## config.mk

```make
export PLATFORM = sky130hd
export DESIGN_NAME = fc_requant_pack_flat
export DESIGN_NICKNAME = d
export VERILOG_FILES = /design/src/rtl/fc_requant_pack_if.sv /design/src/rtl/fc_requant_pack.sv /design/src/flat_wrapper.sv
export SDC_FILE = /design/constraint.sdc
export NUM_CORES = 2
export LEC_CHECK = 0
export ABC_AREA = 1
export BUFFER_PORTS_ARGS = -buffer_cell sky130_fd_sc_hd__buf_2
export CAP_MARGIN = 25
export CELL_PAD_IN_SITES_DETAIL_PLACEMENT = 1
export CELL_PAD_IN_SITES_GLOBAL_PLACEMENT = 1
export CORE_AREA = 2 2 421 423
export CTS_CLUSTER_DIAMETER = 200
export DETAILED_ROUTE_END_ITERATION = 12
export DIE_AREA = 0 0 423 425
export GPL_ROUTABILITY_DRIVEN = 0
export HOLD_SLACK_MARGIN = 0.12
export MAX_ROUTING_LAYER = met4
export PLACE_DENSITY_LB_ADDON = 0.1
export SLEW_MARGIN = 15
export SYNTH_ARGS = -nofsm -noshare
export SYNTH_HDL_FRONTEND = slang
export SYNTH_SLANG_ARGS = --single-unit
```

## constraint.sdc

```tcl
create_clock -name clk_i -period 3.39 [get_ports clk_i]
set_input_delay 0.1695 -clock clk_i [delete_from_list [all_inputs] [get_ports clk_i]]
set_output_delay 0.1695 -clock clk_i [all_outputs]
set_load 0.02 [all_outputs]
```

## src/rtl/fc_requant_pack_if.sv

```systemverilog
// Control, source-read and destination-write signals of the requant/pack stage.
// The slave modport is the stage itself; the master modport is its environment.
interface fc_requant_pack_if #(
    parameter int IN_DEPTH   = 128,
    parameter int PACK_LANES = 128
);
    localparam int SRC_AW = (IN_DEPTH > 1) ? $clog2(IN_DEPTH) : 1;
    localparam int DST_AW = 2;

    logic                    start;
    logic [4:0]              shift;
    logic                    busy;
    logic                    done;
    logic [SRC_AW-1:0]       src_addr;
    logic signed [31:0]      src_data;
    logic                    dst_wren;
    logic [DST_AW-1:0]       dst_addr;
    logic [8*PACK_LANES-1:0] dst_data;

    modport master (
        output start, shift, src_data,
        input  busy, done, src_addr, dst_wren, dst_addr, dst_data
    );

    modport slave (
        input  start, shift, src_data,
        output busy, done, src_addr, dst_wren, dst_addr, dst_data
    );
endinterface

```

## src/rtl/fc_requant_pack.sv

```systemverilog
// Reads int32 FC results, shifts/saturates them to int8 and packs them lane-wise
// into wide words. Define FC_REQUANT_ROUND_EN for round-half-up before the shift.
module fc_requant_pack #(
    parameter int IN_DEPTH    = 128,
    parameter int PACK_LANES  = 128,
    parameter int RAM_LATENCY = 3
) (
    input  logic              clk_i,
    input  logic              rst_n_i,
    fc_requant_pack_if.slave  bus
);
    localparam int SRC_AW = (IN_DEPTH > 1) ? $clog2(IN_DEPTH) : 1;
    localparam int LANE_W = $clog2(PACK_LANES);
    localparam int DST_AW = 2;
    localparam logic [SRC_AW-1:0] LAST_IDX = SRC_AW'(IN_DEPTH - 1);

    typedef enum logic [1:0] {
        S_IDLE,
        S_ISSUE,
        S_DRAIN,
        S_DONE
    } state_t;

    state_t state_reg, state_next;

    logic [4:0]        shift_reg;
    logic [SRC_AW-1:0] addr_reg;
    logic [RAM_LATENCY-1:0] vld_pipe_reg;
    logic [SRC_AW-1:0] idx_pipe_reg [RAM_LATENCY];
    logic [7:0]        pack_reg [PACK_LANES];
    logic              wren_reg;
    logic              last_word_reg;
    logic [DST_AW-1:0] dst_addr_reg;

    logic              start_accept;
    logic              issue;
    logic              ret_vld;
    logic [SRC_AW-1:0] ret_idx;
    logic [LANE_W-1:0] ret_lane;
    logic              ret_word_end;
    logic signed [32:0] t_ext, t_rnd, y_shr;
    logic [7:0]        ret_byte;

    assign start_accept = (state_reg == S_IDLE) && bus.start;
    assign issue        = (state_reg == S_ISSUE);
    assign ret_vld      = vld_pipe_reg[RAM_LATENCY-1];
    assign ret_idx      = idx_pipe_reg[RAM_LATENCY-1];
    assign ret_lane     = ret_idx[LANE_W-1:0];
    assign ret_word_end = ret_vld && (ret_lane == {LANE_W{1'b1}});

    always_ff @(posedge clk_i or negedge rst_n_i) begin
        if (!rst_n_i) begin
            state_reg <= S_IDLE;
        end else begin
            state_reg <= state_next;
        end
    end

    always_comb begin
        state_next = state_reg;
        unique case (state_reg)
            S_IDLE:  if (bus.start) state_next = S_ISSUE;
            S_ISSUE: if (addr_reg == LAST_IDX) state_next = S_DRAIN;
            S_DRAIN: if (wren_reg && last_word_reg) state_next = S_DONE;
            S_DONE:  state_next = S_IDLE;
            default: state_next = S_IDLE;
        endcase
    end

    // The address counter holds on the final index once issuing stops.
    always_ff @(posedge clk_i or negedge rst_n_i) begin
        if (!rst_n_i) begin
            shift_reg <= '0;
            addr_reg  <= '0;
        end else if (start_accept) begin
            shift_reg <= bus.shift;
            addr_reg  <= '0;
        end else if (issue && (addr_reg != LAST_IDX)) begin
            addr_reg  <= addr_reg + 1'b1;
        end
    end

    always_ff @(posedge clk_i or negedge rst_n_i) begin
        if (!rst_n_i) begin
            vld_pipe_reg[0] <= 1'b0;
            idx_pipe_reg[0] <= '0;
        end else begin
            vld_pipe_reg[0] <= issue;
            idx_pipe_reg[0] <= addr_reg;
        end
    end

    genvar gi;
    generate
        for (gi = 1; gi < RAM_LATENCY; gi++) begin : g_pipe
            always_ff @(posedge clk_i or negedge rst_n_i) begin
                if (!rst_n_i) begin
                    vld_pipe_reg[gi] <= 1'b0;
                    idx_pipe_reg[gi] <= '0;
                end else begin
                    vld_pipe_reg[gi] <= vld_pipe_reg[gi-1];
                    idx_pipe_reg[gi] <= idx_pipe_reg[gi-1];
                end
            end
        end
    endgenerate

    // 33-bit working width keeps the rounding offset from wrapping at INT32_MAX.
    always_comb begin
        t_ext = {bus.src_data[31], bus.src_data};
`ifdef FC_REQUANT_ROUND_EN
        if (shift_reg != 5'd0) begin
            t_rnd = t_ext + (33'sd1 << (shift_reg - 5'd1));
        end else begin
            t_rnd = t_ext;
        end
`else
        t_rnd = t_ext;
`endif
        y_shr = t_rnd >>> shift_reg;
        if (y_shr > 33'sd127) begin
            ret_byte = 8'h7F;
        end else if (y_shr < -33'sd128) begin
            ret_byte = 8'h80;
        end else begin
            ret_byte = y_shr[7:0];
        end
    end

    generate
        for (gi = 0; gi < PACK_LANES; gi++) begin : g_lane
            always_ff @(posedge clk_i or negedge rst_n_i) begin
                if (!rst_n_i) begin
                    pack_reg[gi] <= '0;
                end else if (ret_vld && (ret_lane == LANE_W'(gi))) begin
                    pack_reg[gi] <= ret_byte;
                end
            end
            assign bus.dst_data[8*gi +: 8] = pack_reg[gi];
        end
    endgenerate

    always_ff @(posedge clk_i or negedge rst_n_i) begin
        if (!rst_n_i) begin
            wren_reg      <= 1'b0;
            last_word_reg <= 1'b0;
            dst_addr_reg  <= '0;
        end else begin
            wren_reg      <= ret_word_end;
            last_word_reg <= ret_word_end && (ret_idx == LAST_IDX);
            if (ret_word_end) begin
                dst_addr_reg <= DST_AW'(ret_idx >> LANE_W);
            end
        end
    end

    assign bus.busy     = (state_reg != S_IDLE);
    assign bus.done     = (state_reg == S_DONE);
    assign bus.src_addr = addr_reg;
    assign bus.dst_wren = wren_reg;
    assign bus.dst_addr = dst_addr_reg;
endmodule
```

## src/flat_wrapper.sv

```systemverilog
// flat-port wrapper written by rule: the top's interface ports become plain ports
module fc_requant_pack_flat 
#(
    parameter int IN_DEPTH    = 128,
    parameter int PACK_LANES  = 128,
    parameter int RAM_LATENCY = 3
)
  (clk_i, rst_n_i, bus_start, bus_shift, bus_src_data, bus_busy, bus_done, bus_src_addr, bus_dst_wren, bus_dst_addr, bus_dst_data);
  fc_requant_pack_if #(.IN_DEPTH(IN_DEPTH), .PACK_LANES(PACK_LANES)) bus_i ();
  input  logic clk_i;
  input  logic rst_n_i;
  input wire logic [$bits(bus_i.start)-1:0] bus_start;
  input wire logic [$bits(bus_i.shift)-1:0] bus_shift;
  input wire logic [$bits(bus_i.src_data)-1:0] bus_src_data;
  output wire logic [$bits(bus_i.busy)-1:0] bus_busy;
  output wire logic [$bits(bus_i.done)-1:0] bus_done;
  output wire logic [$bits(bus_i.src_addr)-1:0] bus_src_addr;
  output wire logic [$bits(bus_i.dst_wren)-1:0] bus_dst_wren;
  output wire logic [$bits(bus_i.dst_addr)-1:0] bus_dst_addr;
  output wire logic [$bits(bus_i.dst_data)-1:0] bus_dst_data;
  assign bus_i.start = bus_start;
  assign bus_i.shift = bus_shift;
  assign bus_i.src_data = bus_src_data;
  assign bus_busy = bus_i.busy;
  assign bus_done = bus_i.done;
  assign bus_src_addr = bus_i.src_addr;
  assign bus_dst_wren = bus_i.dst_wren;
  assign bus_dst_addr = bus_i.dst_addr;
  assign bus_dst_data = bus_i.dst_data;
  fc_requant_pack #(.IN_DEPTH(IN_DEPTH), .PACK_LANES(PACK_LANES), .RAM_LATENCY(RAM_LATENCY)) u_core (.clk_i(clk_i), .rst_n_i(rst_n_i), .bus(bus_i));
endmodule
```

==> flow_summary.yaml <==
status:
  outcome: "complete, no violations"
yosys:
  synthesis.instances: 4977
  yosys_warnings: 0
  flip_flop_and_latch_count_after_synthesis: 1063
  syn_avg_cell_area_um2: 8.577
  area_of_the_mapped_netlist_um2: 42690
  yosysUniqueCellTypes: 30
  register_area_share_after_synthesis: 0.6231
pwr:
  p_total_mw: 42.15
  power_density_nw_per_um2: 737.9
  worst_ir_drop_vdd_uv: 534.5
  cellLeakagePower_nw: 26.13
cells_and_area:
  stdcell_area_um2: 57120
  synthToLayoutAreaGrowth_pct: 33.81
  layout_common_cells: "sky130_fd_sc_hd__nand2_1, sky130_fd_sc_hd__buf_2, sky130_fd_sc_hd__dfrtp_1"
  mostFrequentLayoutCell: "sky130_fd_sc_hd__nand2_1"
  num-nets-final: 6357
  n_fill_cell: 20920
  post_route_cells_drive_above_1_share: 0.2420
  largest_register_ff_count: 1024
  final_cells: 8751
  utilization: 0.3258
timing:
  max_slew.worst_pin.slew_ps: 897.1
  max_slew_violation_count: 0
  final.setup.worst_slack_ps: 439.5
  fin_tns_setup_ps: 0
  timing.final.hold_violations: 0
  final-setup-viol-count: 0
  rsz0062_at_grt: "false"
  period_share: 0.8704
  fmax_mhz: 338.9
  slew_headroom: 0.4013
  post-route-min-period_ps: 2951
  hold-worst-slack_ps: 320.3
  fin_worst_skew_ps: 38.86
cts:
  clk_pin_slew_ps: 60
  cts_buffers: 136
  setup_fix_bufs_post_cts: 0
  clock_path_buffers: 3
  cts.sinks: 1063
  clock_latency_ps: 810
  cts_root_buffer: "sky130_fd_sc_hd__clkbuf_16"
  cts_max_level: 4
  cts_tree: "done"
floorplanning:
  rows: 154
  fp.dieW_um: 423
  initial_standard_cell_utilization_of_the_core: 0.2435
  die_area_um2: 179800
  core_region_area_um2: 175300
  ioPinCount: 1076
  die-height_um: 425
setup_path:
  timing.critical_path.arrival_ps: 3680
  path_class: "reg2reg"
  worst-path-max-fanout: 24
  timing.critical_path.to_type: "flip-flop"
  start_kind: "flip-flop"
  worstPathRequired_ps: 4120
detailed_routing:
  detail_route.drc_violations: 0
  detail_route.wirelength_mm: 215.3
  drt-vias-per-instance: 4.394
  routedWlPerCell_um: 24.60
  route.vias.total: 38450
  ant_nets: 0
  detail_route.first_pass.iterations: 5
  number_of_violations_reported_at_the_end_of_detailed_routing_iteration_0: 2414
min_path:
  hold_path.class: "in2async"
placement:
  dp_hpwl_mm: 159.9
  detailedPlace.worstSlack_ps: 299.3
  post_placement_cell_count: 8496
  io_buffer_count: 1073
  dpl-instance-area_um2: 52510
job:
  maxCapViolCount: 0
global_routing:
  gr-total-overflow: 0
  grt_pass1_wl_mm: 304.9
  pin_count_of_the_biggest_net_entering_global_routing: 84
  grt_pass1_vias: 39880
  initial_antenna_violation_count: 4
  grt_usage: 0.2421
==> synth_stat cells <==
cell type | number | share of area
sky130_fd_sc_hd__o21ai_1 | 2 | 0.00023
sky130_fd_sc_hd__nand3_1 | 136 | 0.016
sky130_fd_sc_hd__buf_2 | 12 | 0.0014
sky130_fd_sc_hd__clkinv_1 | 129 | 0.011
sky130_fd_sc_hd__inv_2 | 3 | 0.00026
sky130_fd_sc_hd__buf_4 | 4 | 0.00070
sky130_fd_sc_hd__clkbuf_1 | 39 | 0.0034
sky130_fd_sc_hd__dfrtp_1 | 1063 | 0.62
sky130_fd_sc_hd__buf_8 | 7 | 0.0025
sky130_fd_sc_hd__buf_1 | 3 | 0.00026
sky130_fd_sc_hd__and2_0 | 1 | 0.00015
sky130_fd_sc_hd__inv_1 | 82 | 0.0072
sky130_fd_sc_hd__o211ai_1 | 3 | 0.00053
sky130_fd_sc_hd__a211oi_1 | 1 | 0.00018
sky130_fd_sc_hd__o21a_1 | 1 | 0.00018
sky130_fd_sc_hd__buf_6 | 93 | 0.025
sky130_fd_sc_hd__a21oi_1 | 28 | 0.0033
sky130_fd_sc_hd__a31oi_1 | 2 | 0.00029
sky130_fd_sc_hd__mux2i_1 | 1 | 0.00023
sky130_fd_sc_hd__ha_1 | 6 | 0.0018
sky130_fd_sc_hd__nand2_2 | 8 | 0.0012
sky130_fd_sc_hd__a22oi_1 | 2 | 0.00035
sky130_fd_sc_hd__nand2_4 | 1 | 0.00026
sky130_fd_sc_hd__conb_1 | 1 | 0.000088
sky130_fd_sc_hd__nand2_1 | 2985 | 0.26
sky130_fd_sc_hd__nor3_1 | 62 | 0.0073
sky130_fd_sc_hd__nor4_1 | 1 | 0.00015
sky130_fd_sc_hd__nor2_1 | 158 | 0.014
sky130_fd_sc_hd__nand4_1 | 2 | 0.00029
sky130_fd_sc_hd__o21ai_0 | 141 | 0.017
==> kinds of logic (layout without fill, tap and decap cells) <==
| group | Yosys count | after routing | share of synthesized area |
|---|---|---|---|
| AOI/OAI and AO/OA | 180 | 180 | 0.02157 |
| buffers and inverters | 372 | 1804 | 0.05161 |
| adders and majority gates | 6 | 6 | 0.001759 |
| muxes | 1 | 1 | 0.0002345 |
| and+or+nand+nor | 3354 | 3354 | 0.3016 |
| other | 1 | 3 | 0.00008785 |
| DFF | 1063 | 1063 | 0.6231 |
==> metal layers <==
| metal | part of all wire | global-route usage | up-vias | wire, um |
|---|---|---|---|---|
| met5 | 0 | - | - | 0 |
| met4 | 0.038 | 0.08470 | 0 | 8138 |
| met3 | 0.044 | 0.04684 | 279 | 9509 |
| met2 | 0.49 | 0.4035 | 874 | 106100 |
| met1 | 0.43 | 0.2921 | 19370 | 91530 |
| li1 | - | - | 17930 | - |
==> timing repair <==
action | in CTS | in global routing
hold buffers | 17 | 0
hold endpoints to repair | 803 | 0
gates resized for setup | 0 | 0
==> worst max-delay path, cell delays in order (launching register included) <==
cell,delay [ps]
sky130_fd_sc_hd__dfrtp_1,420
sky130_fd_sc_hd__buf_4,260
sky130_fd_sc_hd__nand2_1,100
sky130_fd_sc_hd__nand2_1,70
sky130_fd_sc_hd__nand2_1,70
sky130_fd_sc_hd__nand2_1,80
sky130_fd_sc_hd__nand2_1,50
sky130_fd_sc_hd__nand2_1,110
sky130_fd_sc_hd__nand2_1,60
sky130_fd_sc_hd__nand2_1,120
sky130_fd_sc_hd__nand2_1,60
sky130_fd_sc_hd__o21ai_1,100
sky130_fd_sc_hd__nor2_1,70
sky130_fd_sc_hd__and2_0,150
sky130_fd_sc_hd__nand3_1,130
sky130_fd_sc_hd__nand2_4,60
sky130_fd_sc_hd__buf_12,200
sky130_fd_sc_hd__nand2_8,120
sky130_fd_sc_hd__buf_12,250
sky130_fd_sc_hd__buf_12,180
sky130_fd_sc_hd__nand2_1,50
sky130_fd_sc_hd__nand2_1,80
==> report_power, final <==
part / leakage (nW) / internal (mW) / switching [mW] / total (mW)
combinational: 14.2 / 3.61 / 8.90 / 12.5
sequential: 9.77 / 14.1 / 0.919 / 15.1
clock: 2.15 / 8.52 / 6.07 / 14.6
total: 26.1 / 26.3 / 15.9 / 42.2
==> path summary, 6_finish.rpt <==
kind | slack [ps] | cells past startpoint | startpoint | to
setup / recovery | 440 | 21 | u_core.shift_reg[0] | u_core.bus.dst_data[848]
hold / removal | 320 | 3 | rst_n_i | u_core.bus.dst_data[723]
setup reg to reg | 440 | 21 | u_core.shift_reg[0] | u_core.bus.dst_data[848]
hold reg to reg | 350 | 0 | u_core.idx_pipe_reg[11] | u_core.ret_idx[4]
max in group asynchronous | 2400 | 3 | rst_n_i | u_core.bus.dst_data[836]
min in group clk_i | 320 | 5 | bus_start | u_core.bus.src_addr[5]
==> final cells by class <==
cell class / instances / area [um^2] / area share
Antenna cell: 1 / 2.502 / 0.00004381
Inverter: 214 / 810.8 / 0.01419
Sequential cell: 1063 / 26600 / 0.4657
Timing Repair Buffer: 1353 / 8368 / 0.1465
Tap cell: 2340 / 2928 / 0.05125
Multi-Input combinational cell: 3543 / 13990 / 0.2450
Clock inverter: 35 / 454.2 / 0.007951
Clock buffer: 202 / 3965 / 0.06941
Power figures use the tool's default switching activity.
